File: src/rtl/octa16_pkg.sv
// Shared Octa16 definitions: instruction width, opcode classes, NOP encoding
// and the fetch-stage state type.
package octa16_pkg;

    localparam int INST_W       = 16;
    localparam int PC_W_DEFAULT = 16;

    typedef enum logic [2:0] {
        OP_R = 3'b000,
        OP_I = 3'b001,
        OP_L = 3'b010,
        OP_S = 3'b011,
        OP_B = 3'b100,
        OP_J = 3'b101,
        OP_U = 3'b110
    } opcode_t;

    // I-type with all-zero fields: adds zero into x0
    localparam logic [INST_W-1:0] NOP = {OP_I, 13'h0000};

    typedef enum logic [1:0] {
        BOOT,
        RUN,
        DRAIN
    } fetch_state_t;

    function automatic int cnt_width(input int depth);
        return $clog2(depth + 1);
    endfunction

endpackage

File: src/rtl/octa16_fetch_fifo.sv
// Show-ahead in-order queue with synchronous flush; head is valid whenever
// count is non-zero.
module octa16_fetch_fifo
    import octa16_pkg::*;
#(
    parameter int WIDTH = 32,
    parameter int DEPTH = 2
) (
    input  logic                        clk,
    input  logic                        rst_n,
    input  logic                        flush,
    input  logic                        push,
    input  logic [WIDTH-1:0]            push_data,
    input  logic                        pop,
    output logic [WIDTH-1:0]            head,
    output logic                        empty,
    output logic [cnt_width(DEPTH)-1:0] count
);

    localparam int PTR_W = (DEPTH > 1) ? $clog2(DEPTH) : 1;
    localparam int CNT_W = cnt_width(DEPTH);

    logic [WIDTH-1:0] mem [DEPTH];
    logic [PTR_W-1:0] rd_ptr;
    logic [PTR_W-1:0] wr_ptr;
    logic             do_push;
    logic             do_pop;

    assign empty   = (count == '0);
    assign do_pop  = pop && !empty;
    assign do_push = push && ((count != CNT_W'(DEPTH)) || do_pop);
    assign head    = mem[rd_ptr];

    // Storage is cleared on reset so the head (and thus the decoder view) reads zero.
    always_ff @(posedge clk or negedge rst_n) begin
        if (!rst_n) begin
            rd_ptr <= '0;
            wr_ptr <= '0;
            count  <= '0;
            for (int i = 0; i < DEPTH; i++) begin
                mem[i] <= '0;
            end
        end else if (flush) begin
            rd_ptr <= '0;
            wr_ptr <= '0;
            count  <= '0;
        end else begin
            if (do_push) begin
                mem[wr_ptr] <= push_data;
                wr_ptr      <= wr_ptr + PTR_W'(1);
            end
            if (do_pop) begin
                rd_ptr <= rd_ptr + PTR_W'(1);
            end
            count <= count + CNT_W'(do_push) - CNT_W'(do_pop);
        end
    end

endmodule

File: src/rtl/octa16_fetch.sv
// Octa16 instruction fetch: sequential PC generation, bounded outstanding
// reads, in-order buffering toward decode and redirect handling.
module octa16_fetch
    import octa16_pkg::*;
#(
    parameter int              PC_W     = PC_W_DEFAULT,
    parameter logic [PC_W-1:0] RESET_PC = '0,
    parameter int              DEPTH    = 2
) (
    input  logic              clk,
    input  logic              rst_n,
    output logic              imem_req_valid,
    input  logic              imem_req_ready,
    output logic [PC_W-1:0]   imem_req_addr,
    input  logic              imem_rsp_valid,
    input  logic [INST_W-1:0] imem_rsp_data,
    input  logic              redirect_valid,
    input  logic [PC_W-1:0]   redirect_pc,
    output logic              inst_valid,
    input  logic              inst_ready,
    output logic [INST_W-1:0] inst_out,
    output logic [PC_W-1:0]   inst_pc
);

    localparam int CNT_W = cnt_width(DEPTH);

    fetch_state_t state, state_nxt;

    logic [PC_W-1:0]        fetch_pc, fetch_pc_nxt;
    logic [PC_W-1:0]        resp_pc, resp_pc_nxt;
    logic [CNT_W-1:0]       outstanding, outstanding_nxt;
    logic [CNT_W-1:0]       drop_cnt, drop_cnt_nxt;
    logic [CNT_W-1:0]       count;
    logic [CNT_W:0]         occ;
    logic [PC_W-1:0]        redirect_tgt;
    logic                   redirect_take;
    logic                   req_hs;
    logic                   rsp_dec;
    logic                   push;
    logic                   pop;
    logic                   fifo_empty;
    logic [PC_W+INST_W-1:0] head;

    assign redirect_tgt  = redirect_pc & ~PC_W'(1);
    assign redirect_take = redirect_valid && (state != BOOT);
    assign pop           = inst_valid && inst_ready;
    assign req_hs        = imem_req_valid && imem_req_ready;
    assign rsp_dec       = imem_rsp_valid && (outstanding != '0);
    assign push          = imem_rsp_valid && (drop_cnt == '0) && !redirect_take;

    // Occupancy counts the word leaving this cycle as already gone, so a 1-cycle
    // memory with a free-running decoder sustains one word per cycle. It can only
    // fall without a request handshake, so a raised request stays raised.
    assign occ = {1'b0, outstanding} + {1'b0, count} - {{CNT_W{1'b0}}, pop};

    assign imem_req_valid = (state == RUN) && !redirect_valid && (occ < (CNT_W+1)'(DEPTH));
    assign imem_req_addr  = fetch_pc;

    assign inst_valid = !fifo_empty;
    assign inst_out   = head[INST_W-1:0];
    assign inst_pc    = head[PC_W+INST_W-1:INST_W];

    always_comb begin
        state_nxt       = state;
        fetch_pc_nxt    = fetch_pc;
        resp_pc_nxt     = resp_pc;
        drop_cnt_nxt    = drop_cnt;
        outstanding_nxt = outstanding + CNT_W'(req_hs) - CNT_W'(rsp_dec);

        if (req_hs) begin
            fetch_pc_nxt = fetch_pc + PC_W'(2);
        end
        if (push) begin
            resp_pc_nxt = resp_pc + PC_W'(2);
        end
        if (imem_rsp_valid && (drop_cnt != '0)) begin
            drop_cnt_nxt = drop_cnt - CNT_W'(1);
        end

        case (state)
            BOOT:    state_nxt = RUN;
            RUN:     state_nxt = RUN;
            DRAIN:   if (drop_cnt_nxt == '0) state_nxt = RUN;
            default: state_nxt = BOOT;
        endcase

        // Everything still in flight after this cycle belongs to the old stream.
        if (redirect_take) begin
            fetch_pc_nxt = redirect_tgt;
            resp_pc_nxt  = redirect_tgt;
            drop_cnt_nxt = outstanding_nxt;
            state_nxt    = (outstanding_nxt != '0) ? DRAIN : RUN;
        end
    end

    always_ff @(posedge clk or negedge rst_n) begin
        if (!rst_n) begin
            state       <= BOOT;
            fetch_pc    <= RESET_PC;
            resp_pc     <= RESET_PC;
            outstanding <= '0;
            drop_cnt    <= '0;
        end else begin
            state       <= state_nxt;
            fetch_pc    <= fetch_pc_nxt;
            resp_pc     <= resp_pc_nxt;
            outstanding <= outstanding_nxt;
            drop_cnt    <= drop_cnt_nxt;
        end
    end

    octa16_fetch_fifo #(
        .WIDTH (PC_W + INST_W),
        .DEPTH (DEPTH)
    ) u_fifo (
        .clk       (clk),
        .rst_n     (rst_n),
        .flush     (redirect_take),
        .push      (push),
        .push_data ({resp_pc, imem_rsp_data}),
        .pop       (pop),
        .head      (head),
        .empty     (fifo_empty),
        .count     (count)
    );

endmodule

File: config.mk
export PLATFORM = sky130hd
export DESIGN_NAME = octa16_fetch
export DESIGN_NICKNAME = d
export VERILOG_FILES = /design/src/rtl/octa16_pkg.sv /design/src/rtl/octa16_fetch_fifo.sv /design/src/rtl/octa16_fetch.sv
export SDC_FILE = /design/constraint.sdc
export NUM_CORES = 1
export LEC_CHECK = 0
export CAP_MARGIN = 20
export CORE_ASPECT_RATIO = 1.1
export CORE_UTILIZATION = 39
export CTS_CLUSTER_DIAMETER = 100
export DETAILED_ROUTE_END_ITERATION = 8
export PLACE_DENSITY = 0.71
export SYNTH_ARGS = -nofsm -noshare
export SYNTH_HDL_FRONTEND = slang
export SYNTH_SLANG_ARGS = --single-unit
File: constraint.sdc
create_clock -name clk -period 11.6 [get_ports clk]
set_input_delay 1.16 -clock clk [delete_from_list [all_inputs] [get_ports clk]]
set_output_delay 1.16 -clock clk [all_outputs]
set_load 0.005 [all_outputs]
==> results of run 1 <==
==> cell families (layout without fill, tap and decap cells) <==
logic type | count (synthesis) | count (layout) | synth area share [%]
XOR/XNOR | 24 | 24 | 4.297
AND/OR/NAND/NOR | 90 | 90 | 10.20
adder cells (fa/ha/maj) | 10 | 10 | 2.711
flip-flops | 102 | 102 | 52.17
multiplexers | 95 | 95 | 21.82
buffers and inverters | 29 | 116 | 2.737
other | 1 | 2 | 0.07665
AO/OA/AOI/OAI | 52 | 52 | 5.985
==> cells in the mapped netlist, drive strengths merged <==
| master | n |
|---|---|
| clkbuf | 6 |
| nand2 | 16 |
| o21ai | 14 |
| o21a | 2 |
| nor3 | 5 |
| mux2 | 93 |
| or3 | 10 |
| fa | 1 |
| ha | 9 |
| nand3 | 7 |
| conb | 1 |
| dlygate4sd1 | 1 |
| a21oi | 20 |
| o31ai | 2 |
| buf | 12 |
| or2 | 1 |
| nor3b | 1 |
| a31oi | 11 |
| and2 | 4 |
| o22ai | 1 |
| and3 | 2 |
| inv | 10 |
| dfrtp | 102 |
| nor2 | 20 |
| nor4bb | 1 |
| or4 | 2 |
| o21bai | 1 |
| xnor2 | 15 |
| a221o | 1 |
| nor4 | 3 |
| nand4 | 13 |
| xor2 | 9 |
| nor2b | 1 |
| mux2i | 2 |
| nand3b | 1 |
| and4 | 3 |
==> cell type report <==
type,count,area share (%)
well taps,154,3.102
inverters,10,0.6042
multi-input cells,273,35.77
flip-flops and latches,102,41.09
repair buffers,90,14.22
clock inverters,6,1.370
clock buffers,10,3.847
==> sequential cells by signal, summed over array words and instances, names as in the netlist <==
register,cells
u_fifo.mem,62
imem_req_addr,15
resp_pc,15
drop_cnt,2
outstanding,2
state,2
u_fifo.count,2
u_fifo.rd_ptr,1
u_fifo.wr_ptr,1
==> worst max-delay path, cell delays in order <==
cell,delay [ps]
clkdlybuf4s50_1,490
and2_1,200
ha_1,240
inv_1,80
nand2_1,70
fa_1,500
nor4bb_1,300
buf_4,210
and2_1,120
clkdlybuf4s50_1,500
==> report_power, final <==
part           switching, mW  internal, mW
clock network          0.130         0.194
logic                  0.301         0.479
registers              0.153         0.530
total                  0.584          1.20
==> how the worst max path moves through the flow <==
stage / from / slack (ps) / end
6_report: inst_ready / 6570 / imem_req_valid
5_1_grt: inst_ready / 6420 / imem_req_valid
3_3_place_gp: inst_ready / 6610 / imem_req_valid
3_5_place_dp: inst_ready / 6570 / state[0]$_DFFE_PN0P_
4_1_cts: inst_ready / 6560 / imem_req_valid
2_1_floorplan: inst_ready / 7440 / state[0]$_DFFE_PN0P_
==> cells in the final DEF, fill, tap and decap left out, drive strengths merged, types with 2 or more instances in the layout <==
| master | Yosys | final |
|---|---|---|
| nor4 | 3 | 3 |
| and4 | 3 | 3 |
| dfrtp | 102 | 102 |
| nand3 | 7 | 7 |
| xnor2 | 15 | 15 |
| mux2 | 93 | 93 |
| nand2 | 16 | 16 |
| nor3 | 5 | 5 |
| xor2 | 9 | 9 |
| o31ai | 2 | 2 |
| and3 | 2 | 2 |
| clkinvlp | 0 | 2 |
| inv | 10 | 10 |
| clkdlybuf4s50 | 0 | 83 |
| bufinv | 0 | 2 |
| nor2 | 20 | 20 |
| or3 | 10 | 10 |
| o21ai | 14 | 14 |
| mux2i | 2 | 2 |
| or4 | 2 | 2 |
| a31oi | 11 | 11 |
| clkbuf | 6 | 10 |
| conb | 1 | 2 |
| ha | 9 | 9 |
| a21oi | 20 | 20 |
| nand4 | 13 | 13 |
| clkinv | 0 | 2 |
| buf | 12 | 7 |
| o21a | 2 | 2 |
| and2 | 4 | 4 |
==> metrics by stage <==
stage,hold slack (ps),cells,worst slack [ps]
3_5_place_dp,487.3,629,6568
3_3_place_gp,480.9,629,6613
2_1_floorplan,473.6,404,7438
5_1_grt,519.0,645,6424
6_report,499.6,645,6569
4_1_cts,501.8,645,6565
==> per-layer routing <==
metal / part of all wire (%) / GRT usage, %
met4: 1.6 / 6.672
met2: 52 / 30.38
met1: 44 / 20.60
met3: 3.0 / 2.463
met5: 0 / 0
==> qor.txt, run 1 <==
status: finished clean
clock latency at the later pin of the worst-skew pair: 340 ps
CTS root buf: clkbuf_16
gr ovfl total: 0
layout cell share with drive strength beyond 1: 24.64%
Layout Area Growth over Synthesis: 26.98%
# IOs: 88
Avg Cell Area, Syn: 12.14 um2
TritonCTS clock tree: yes
Pwr Density: 287.7 nW/um2
Worst VDD drop: 134.5 uV
DR vias: 3382
Tot GR Track Use: 17.13%
final instance area: 6212 um2
Max Slew Vio Count: 0
Core Rows: 42
Buffers on Ports: 84
initial antenna violation count: 0
largest area contributor in the netlist: dfrtp_1
Worst Setup End Kind: output port
Crit Path Category: in -> out
ant diodes: 0
gate count after technology mapping: 403
hold_buf cts: 0
Static Leakage: 2.523 nW
Relative slew margins: 47.21%
r2r worst-path depth: 16
RSZ-0062 raised after global routing: false
placed instance area: 5888 um2
top post-synthesis cells by area: dfrtp_1 52%, mux2_2 21%, xnor2_1 2.7%
first-pass GRT wire length: 17.44 mm
Synth warnings: 0
H-tree Lvls: 3
core area: 12140 um2
Max-cap violations: 0
clock transition at the registers of the reported paths: 60 ps
Routed Wire Length: 10.36 mm
Vias/cell: 5.243
Post-CTS Resized: 0
register-to-register setup slack: 7490 ps
worst-margin pin slew: 791.9 ps
Filler Cell Count: 1065
Min Clock Period, post-route: 5031 ps
Worst Hold Class: reg -> reg
largest net degree at the start of global routing: 63
post-synth top area share: 52.17%
FF-to-FF Start: u_fifo.count[1]$_DFF_PN0_
Max Root-Sink Buffers: 2
RD Place Congestion: 0.7678
hold_sp: u_fifo.mem[30]$_DFFE_PN0P_
startpoint types: input port
sequential area share after synthesis: 52.17%
postcts setup bufs: 0
Pre-antenna DRT Iters: 4
Hold Fails Final Rpt: 0
count of cell types in the netlist: 43
Die X: 108.8 um
wire per inst: 16.07 um
CP max FO: 8
sequential cell area: 2552 um2
Fin Setup TNS: 0 ps
vias in the first global route: 3616
NumNets Final: 534
endpoints failing setup: 0
final setup skew: 9.682 ps
DRT iter0 DRCs: 141
TritonCTS Sinks: 102
WP data arrival: 3870 ps
initial core utilization: 40.30%
Tcrit/Tclk final: 43.37%
FMAX: 198.8 MHz
cell area after synthesis: 4892 um2
die extent in y: 119.5 um
area of the multi-input gates: 2222 um2
Post-DRT Antenna Nets: 0
post-detail-place hpwl: 7.237 mm
Num CTS Buffers: 9
Min-Delay Path Depth: 1
FF+latch count, synth: 102
Worst Path Required: 10440 ps
fin util: 51.18%
Hold EP: u_fifo.mem[30]$_DFFE_PN0P_
Tot Pwr: 1.787 mW
r2r endpoint: state[0]$_DFFE_PN0P_
# DRC: 0
die area: 13000 um2
No activity file was read; power rests on OpenSTA's default activity.
==> run 2: changes to the inputs <==
--- a/config.mk
+++ b/config.mk
@@ -10,7 +10,7 @@
 export CORE_UTILIZATION = 39
 export CTS_CLUSTER_DIAMETER = 100
 export DETAILED_ROUTE_END_ITERATION = 8
-export PLACE_DENSITY = 0.71
+export PLACE_DENSITY = 0.74
 export SYNTH_ARGS = -nofsm -noshare
 export SYNTH_HDL_FRONTEND = slang
 export SYNTH_SLANG_ARGS = --single-unit
==> constraint.sdc (replaced) <==
create_clock -name clk -period 4.35 [get_ports clk]
set_input_delay 0.435 -clock clk [delete_from_list [all_inputs] [get_ports clk]]
set_output_delay 0.435 -clock clk [all_outputs]
set_load 0.005 [all_outputs]
==> run 2 against run 1 <==
Effect of this change:
- cell count rose by 0.31%
- core utilization fell by 0.33 points
- largest cell class unchanged
- critical path depth is 5 higher
- power rose to 2.6 times the previous value
- cell area decreased by 0.64%
- clock skew down 0.84 ps
- sequential power rose to 2.6 times the previous value
- sequential share of layout area increased by 0.27 points
==> qor.txt, run 2 (synthesis gave the netlist of run 1 again) <==
NumNets Final: 536 (+0.37%)
wire per inst: 15.60 um (-2.9%)
postcts setup bufs: 0 (unchanged)
# IOs: 88 (unchanged)
fin util: 50.85% (-0.33 points)
Worst Hold Class: in -> async
largest register by flop count: u_fifo.mem
largest net degree at the start of global routing: 73 (+16%)
first-pass GRT wire length: 16.73 mm (-4.0%)
Buffers on Ports: 84 (unchanged)
core area: 12140 um2 (unchanged)
Post-DRT Antenna Nets: 0 (unchanged)
RD Place Congestion: 0.7950 (+3.5%)
status: finished clean
post-detail-place hpwl: 7.044 mm (-2.7%)
Core Rows: 42 (unchanged)
gr ovfl total: 0 (unchanged)
Worst Setup End Kind: register
startpoint types: register
H-tree Lvls: 3 (unchanged)
commonest non-fill, non-tap cell in the layout: dfrtp_1
CP max FO: 3 (-5)
die area: 13000 um2 (unchanged)
Worst Path Required: 4580 ps (-5860 ps)
TritonCTS Sinks: 102 (unchanged)
vias in the first global route: 3467 (-4.1%)
clock latency at the later pin of the worst-skew pair: 340 ps (about the same)
DR vias: 3401 (+0.56%)
Max Slew Vio Count: 0 (unchanged)
Most Frequent Cell on Critical Path: ha_1
worst-margin pin slew: 911.3 ps (+119.4 ps)
layout cell share with drive strength beyond 1: 24.54% (-0.10 points)
initial core utilization: 40.30% (unchanged)
Crit Path Category: reg -> reg
most frequent cells in the layout: 102 x dfrtp_1, 93 x mux2_2, 83 x clkdlybuf4s50_1
clock transition at the registers of the reported paths: 70 ps (about the same)
Routed Wire Length: 10.10 mm (-2.6%)
Max Root-Sink Buffers: 2 (unchanged)
Crit path largest cell delay: 490 ps (about the same)
CTS root buf: clkbuf_16
Num CTS Buffers: 9 (unchanged)
Worst Path Buf+Inv: 2 (-2)
ant diodes: 0 (unchanged)
Tot GR Track Use: 16.67% (-0.46 points)
endpoints failing setup: 0 (unchanged)
CP cell instances: or2_2 -> and2_1 -> ha_1 -> inv_1 -> nand2_1 -> fa_1 -> nor4bb_1 -> nand3_1 -> ha_1 -> inv_1 -> ha_1 -> xnor2_1 -> xnor2_1 -> nor2_1 -> a221o_1
Worst VDD drop: 483.2 uV (+260%)
DRT iter0 DRCs: 125 (-11%)
slowest stage cell, crit path: fa_1
initial antenna violation count: 0 (unchanged)
die extent in y: 119.5 um (unchanged)
Relative slew margins: 39.25% (-8.0 points)
Tcrit/Tclk final: 88.54%
Static Leakage: 2.510 nW (-0.52%)
WP data arrival: 4080 ps (+210 ps)
max reg flops: 62 (unchanged)
final setup skew: 8.842 ps (-0.8399 ps)
Layout Area Growth over Synthesis: 26.16%
RSZ-0062 raised after global routing: false
Pwr Density: 754.6 nW/um2 (+160%)
Max-cap violations: 0 (unchanged)
Die X: 108.8 um (unchanged)
Fin Setup TNS: 0 ps (unchanged)
Vias/cell: 5.257 (+0.25%)
Min Clock Period, post-route: 3852 ps
# DRC: 0 (unchanged)
Hold Fails Final Rpt: 0 (unchanged)
Post-CTS Resized: 0 (unchanged)
hold_buf cts: 0 (unchanged)
FMAX: 259.6 MHz
CP top delay family: adder cells
TritonCTS clock tree: yes
Pre-antenna DRT Iters: 4 (unchanged)
## run 2: cell types whose count changed in the layout (fill, tap and decap cells not counted), sizes merged
cell / before / now
clkinvlp: 2 / 1
clkbuf: 10 / 12
clkinv: 2 / 3
buf: 7 / 9
bufinv: 2 / 0
## run 2: metrics by stage
stage | worst slack (ps) | cell area (um2) | hold WS (ps) | power [mW] | cells
global placement | 482.7 | 5903 | 481.2 | 3.859 | 631
finish | 498.3 | 6172 | 231.3 | 4.657 | 647
global route | 309.7 | 6172 | 313.2 | 4.984 | 647
detailed placement | 304.9 | 5903 | 486.9 | 3.951 | 631
floorplan | 644.5 | 4896 | 139.4 | 2.948 | 404
CTS | 502.7 | 6172 | 265.7 | 4.714 | 647
## run 2: layer usage
layer / routed length [um] / up-vias / GRT usage (%)
met5: 0 / - / 0
met4: 122 / 0 / 6.081
met3: 238 / 9 / 2.408
met2: 5278 / 54 / 28.48
met1: 4456 / 1720 / 21.20
li1: - / 1618 / -
## run 2: worst paths after layout
| path | startpoint | slack (ps) | cells past startpoint | end |
|---|---|---|---|---|
| setup / recovery | u_fifo.count[0]$_DFF_PN0_ | 500 | 15 | state[0]$_DFFE_PN0P_ |
| hold / removal | rst_n | 230 | 1 | imem_req_addr[12]$_DFFE_PN0P_ |
| setup reg to reg | u_fifo.count[0]$_DFF_PN0_ | 500 | 15 | state[0]$_DFFE_PN0P_ |
| hold reg to reg | u_fifo.mem[19]$_DFFE_PN0P_ | 500 | 1 | u_fifo.mem[19]$_DFFE_PN0P_ |
| max in group asynchronous | rst_n | 3180 | 2 | u_fifo.mem[2]$_DFFE_PN0P_ |
| min in group clk | u_fifo.mem[19]$_DFFE_PN0P_ | 500 | 1 | u_fifo.mem[19]$_DFFE_PN0P_ |
## run 2: layout make-up
type                       instances  area, um2
tap                              154      192.7
clock buffer                      12      246.5
sequential                       102       2552
multi-input combinational        273       2222
fill                            1102       5967
inverter                          10      37.54
clock inverter                     4      22.52
timing repair buffer              92      898.4
## run 2: power breakdown
part	internal (mW)	switching (mW)	total [mW]
Sequential	1.41	0.373	1.79
Combinational	1.30	0.833	2.13
Clock	0.401	0.340	0.741
